[src/rtl/msg_host.sv]
// Host end of the harness UART message link: serializes a command message into
// a UART transmitter and optionally collects a fixed-length response packet.
module msg_host #(
  parameter int WORD_SIZE        = 8,
  parameter int WORDS_PER_PACKET = 4,
  parameter int TIMEOUT_CLKS     = 1_200_000
) (
  input  logic                                   clk,
  input  logic                                   n_reset,
  input  logic [WORD_SIZE*WORDS_PER_PACKET-1:0]  cmd_msg,
  input  logic                                   cmd_valid,
  input  logic                                   expect_resp,
  output logic                                   cmd_ready,
  output logic [WORD_SIZE-1:0]                   tx_data,
  output logic                                   tx_start,
  input  logic                                   tx_ready,
  input  logic [WORD_SIZE-1:0]                   rx_data,
  input  logic                                   rx_valid,
  output logic [WORD_SIZE*WORDS_PER_PACKET-1:0]  resp_msg,
  output logic                                   resp_valid,
  output logic                                   timeout,
  output logic                                   busy,
  output logic [7:0]                             stray_count
);

  localparam int MSG_W = WORD_SIZE * WORDS_PER_PACKET;
  localparam int IDX_W = (WORDS_PER_PACKET > 1) ? $clog2(WORDS_PER_PACKET) : 1;
  localparam int CNT_W = $clog2(WORDS_PER_PACKET + 1);
  localparam int TMO_W = $clog2(TIMEOUT_CLKS);

  localparam logic [IDX_W-1:0] LAST_IDX = IDX_W'(WORDS_PER_PACKET - 1);
  localparam logic [CNT_W-1:0] LAST_CNT = CNT_W'(WORDS_PER_PACKET - 1);
  // Decision is taken on the edge where the counter would reach TIMEOUT_CLKS-1.
  localparam logic [TMO_W-1:0] TMO_LAST = TMO_W'(TIMEOUT_CLKS - 2);

  typedef enum logic [1:0] {IDLE, SEND, GAP, RECV} state_t;

  state_t           state;
  logic [MSG_W-1:0] cmd_q;
  logic [MSG_W-1:0] shift_q;
  logic             exp_q;
  logic [IDX_W-1:0] idx;
  logic [CNT_W-1:0] rx_cnt;
  logic [TMO_W-1:0] tmo_cnt;

  function automatic logic [7:0] sat_inc8(input logic [7:0] v);
    return (v == 8'hFF) ? v : v + 8'd1;
  endfunction

  assign cmd_ready = (state == IDLE);
  assign busy      = (state != IDLE);

  always_ff @(posedge clk or negedge n_reset) begin
    if (!n_reset) begin
      state       <= IDLE;
      cmd_q       <= '0;
      shift_q     <= '0;
      exp_q       <= 1'b0;
      idx         <= '0;
      rx_cnt      <= '0;
      tmo_cnt     <= '0;
      tx_data     <= '0;
      tx_start    <= 1'b0;
      resp_msg    <= '0;
      resp_valid  <= 1'b0;
      timeout     <= 1'b0;
      stray_count <= '0;
    end else begin
      tx_start   <= 1'b0;
      resp_valid <= 1'b0;
      timeout    <= 1'b0;

      // Words arriving outside RECV (including on the edge entering it) are dropped.
      if (rx_valid && state != RECV)
        stray_count <= sat_inc8(stray_count);

      case (state)
        IDLE: begin
          if (cmd_valid) begin
            cmd_q <= cmd_msg;
            exp_q <= expect_resp;
            idx   <= '0;
            state <= SEND;
          end
        end

        SEND: begin
          if (tx_ready) begin
            // Shift the latched command so the next word is always at the top.
            tx_data  <= cmd_q[MSG_W-1 -: WORD_SIZE];
            cmd_q    <= {cmd_q[MSG_W-WORD_SIZE-1:0], {WORD_SIZE{1'b0}}};
            tx_start <= 1'b1;
            state    <= GAP;
          end
        end

        GAP: begin
          if (idx == LAST_IDX) begin
            if (exp_q) begin
              tmo_cnt <= '0;
              rx_cnt  <= '0;
              shift_q <= '0;
              state   <= RECV;
            end else begin
              state <= IDLE;
            end
          end else begin
            idx   <= idx + 1'b1;
            state <= SEND;
          end
        end

        RECV: begin
          tmo_cnt <= tmo_cnt + 1'b1;
          if (rx_valid) begin
            shift_q <= {shift_q[MSG_W-WORD_SIZE-1:0], rx_data};
            rx_cnt  <= rx_cnt + 1'b1;
          end
          // A completing word beats a timeout on the same edge.
          if (rx_valid && rx_cnt == LAST_CNT) begin
            resp_msg   <= {shift_q[MSG_W-WORD_SIZE-1:0], rx_data};
            resp_valid <= 1'b1;
            state      <= IDLE;
          end else if (tmo_cnt == TMO_LAST) begin
            timeout <= 1'b1;
            state   <= IDLE;
          end
        end

        default: state <= IDLE;
      endcase
    end
  end

endmodule
[config.mk]
export PLATFORM = sky130hd
export DESIGN_NAME = msg_host
export DESIGN_NICKNAME = d
export VERILOG_FILES = /design/src/rtl/msg_host.sv
export SDC_FILE = /design/constraint.sdc
export NUM_CORES = 1
export LEC_CHECK = 0
export CORE_UTILIZATION = 57
export DETAILED_ROUTE_END_ITERATION = 10
export PLACE_DENSITY = 0.89
export SLEW_MARGIN = 20
export SYNTH_ARGS = -nofsm -noshare
export SYNTH_HDL_FRONTEND = slang
export SYNTH_SLANG_ARGS = --single-unit
export TNS_END_PERCENT = 1
[constraint.sdc]
create_clock -name clk -period 4.9 [get_ports clk]
set_clock_uncertainty 0.05 [all_clocks]
set_input_delay 1.47 -clock clk [delete_from_list [all_inputs] [get_ports clk]]
set_output_delay 1.47 -clock clk [all_outputs]
set_load 0.01 [all_outputs]
==> results.json <==
{
  "h-tree-depth": 4,
  "stdcell_area_um2": 7640,
  "grt.total_usage_pct": 26.2,
  "min_period_ns": 3.51,
  "crit_family": "buffers and inverters",
  "wirelength_mm": 13.5,
  "wl_per_cell_um": 17.7,
  "grt_pass1_vias": 4491,
  "path_max_fanout": 13,
  "cts_made_buffers": 17,
  "yosysTopAreaCell": "dfrtp_1",
  "place.detailed.hpwl_mm": 8.35,
  "synth_top_area_share_pct": 57.8,
  "area_growth_pct": 29.8,
  "synthMuxAreaShare_pct": 14.2,
  "clk_pin_slew_ns": 0.06,
  "status": "finished clean",
  "fp.coreArea_um2": 9910,
  "clk_latency_ns": 0.51,
  "grt_pass1_wl_mm": 22.3,
  "cts_resized": 0,
  "reg2reg_slack_ns": 2.33,
  "start_kind": "flip-flop",
  "place_congestion": 0.881,
  "vias": 4504,
  "hold_path.class": "flip-flop to flip-flop",
  "avgSynthCellArea_um2": 11.2,
  "cts_tree": "yes",
  "final_max_slew_viol_count": 0,
  "setup_violations": 0,
  "p_per_area_nw_per_um2": 611,
  "crit_slowest_cell": "dfrtp_1",
  "holdBufCountCts": 0,
  "synthTopCellsByArea": "dfrtp_1, mux2_2, nand2_1",
  "drive_gt1_share_pct": 14.4,
  "ys_seq_area_share_pct": 57.8,
  "synth_top_family_by_area": "simple AND/OR/NAND/NOR gates",
  "nets": 672,
  "total_power_mw": 4.67,
  "grt_start_max_net_pins": 74,
  "ys_ff_latch": 136,
  "path_cells": "or2_2 > inv_1 > clkdlybuf4s50_1",
  "initialDrtViolationCount": 360,
  "fmax_mhz": 285,
  "yosys.area_share.simple_pct": 15.4,
  "clock-root-buffer": "clkbuf_8",
  "finalCritPeriodShare_pct": 71.7,
  "vdd_drop_max_mv": 0.329,
  "grt_use_met3_pct": 5.98,
  "chipHeight_um": 104,
  "grt_antenna_before_repair": 0,
  "grt_setup_unrepaired": "no",
  "setup-tns-final_ns": 0,
  "top_usage_layer": "met2",
  "use_met2_pct": 44.5,
  "cpPeakStageDelay_ns": 0.54,
  "synth_compound_area_share_pct": 8.14,
  "die_w_um": 104,
  "final_core_util_pct": 77.1,
  "synth_edf_count": 0,
  "synthFlopType": "dfrtp_1",
  "rows": 36,
  "cp-end-kind": "output pin",
  "netlist_area_um2": 5890,
  "critical_path_class": "flip-flop to output pin",
  "numPortBuffers": 98,
  "power_leakage_nw": 3.59,
  "gr-usage-met1_pct": 33.7,
  "n_antenna_cell": 0,
  "start_util_pct": 59.4,
  "whs_ns": 0.421,
  "drc": 0,
  "hold_violations": 0,
  "antenna_left": 0,
  "yosysWarningCount": 0,
  "drv_cap": 0,
  "dpl_cell_area_um2": 6970,
  "critical_path_arrival_ns": 1.99,
  "ctsLongestPathBuffers": 2,
  "drt-vias-per-instance": 5.90,
  "die_area_um2": 10700,
  "clock_sinks": 136,
  "slew_headroom_pct": 36.4,
  "first_pass_iters": 6,
  "tightest_slew_ns": 0.951,
  "io_pins": 99,
  "synth_xor_area_share_pct": 0.446,
  "synthDistinctLibCells": 49,
  "synth_fa_ha_area_share_pct": 1.27,
  "synth_nets": 576,
  "grt_overflow": 0,
  "cts_setup_buffers": 0,
  "required_ns": 3.38,
  "worst-path-buf-inv": 2,
  "syn_inst": 524,
  "async_flop_share_pct": 100
}
[area by class of cell]
class,count,area [um^2]
Sequential cell,136,3400
Multi-Input combinational cell,351,2350
Fill cell,619,2270
Timing Repair Buffer,104,1050
Clock buffer,18,418
Clock inverter,12,224
Tap cell,133,166
Inverter,10,37.5
[Yosys cell counts, types with 3 or more instances]
cell type	n
dfrtp_1	136
nand2_1	104
mux2_2	44
nand3_1	41
o21ai_0	37
mux2i_1	34
buf_2	13
clkbuf_1	11
nand4_1	11
inv_1	10
nor2_1	9
a21oi_1	8
a22o_1	8
ha_1	6
and3_1	4
nor4_1	4
a31oi_1	3
[metrics by stage]
step                      std cells  setup slack (ns)
after floorplan                 524              2.25
after global placement          733              1.35
after detailed placement        733              1.27
after CTS                       763              1.35
after global routing            764              1.29
final                           764              1.39
[cell families (layout without fill, tap and decap cells)]
logic type | after synthesis | count (layout)
XOR/XNOR | 3 | 3
flip-flops | 136 | 136
adder cells (fa/ha/maj) | 6 | 6
buffers and inverters | 37 | 144
AO/OA/AOI/OAI | 73 | 73
multiplexers | 78 | 78
AND/OR/NAND/NOR | 191 | 191
[state kept, by name (all words and copies together), names as in the netlist, 2 cells and up]
register	count
cmd_q	32
shift_q	24
tmo_cnt	21
rx_cnt	3
stray_count	8
state	2
idx	2
resp_msg	32
tx_data	8
[per-layer routing]
layer	share of wire [%]	routed length (um)	up-vias
li1	-	-	2048
met3	5.5	748	25
met5	0	0	-
met4	1.0	138	0
met1	42	5650	2228
met2	52	6970	203
[power breakdown]
group | switching [mW] | internal, mW | total [mW]
sequential | 0.328 | 1.53 | 1.86
clock | 0.473 | 0.925 | 1.40
combinational | 0.695 | 0.718 | 1.41
[worst paths after layout]
kind                       cells past startpoint        start           end
min in group asynchronous                      1      n_reset  resp_msg[24]
min                                            2  shift_q[19]   shift_q[19]
max                                            3     state[1]     cmd_ready
min reg2reg                                    2  shift_q[19]   shift_q[19]
max in group asynchronous                      2      n_reset   tmo_cnt[12]
max reg2reg                                    3     state[0]    tx_data[5]
[cell usage in the layout (no fill, tap or decap), types with 5 or more instances in the layout]
master           netlist  final
o21ai_0               37     37
clkdlybuf4s50_1        0     97
inv_1                 10     10
nand3_1               41     41
nand2_1              104    104
buf_4                  1      5
bufinv_16              0      6
nor2_1                 9      9
nand4_1               11     11
clkbuf_16              0     16
mux2i_1               34     34
a22o_1                 8      8
ha_1                   6      6
mux2_2                44     44
a21oi_1                8      7
dfrtp_1              136    136
[worst min-delay path: stages (launching register included)]
cell and delay (ns):
dfrtp_1 0.34, nand2_1 0.05, nand2_1 0.05
No activity file was read; power rests on OpenSTA's default activity.
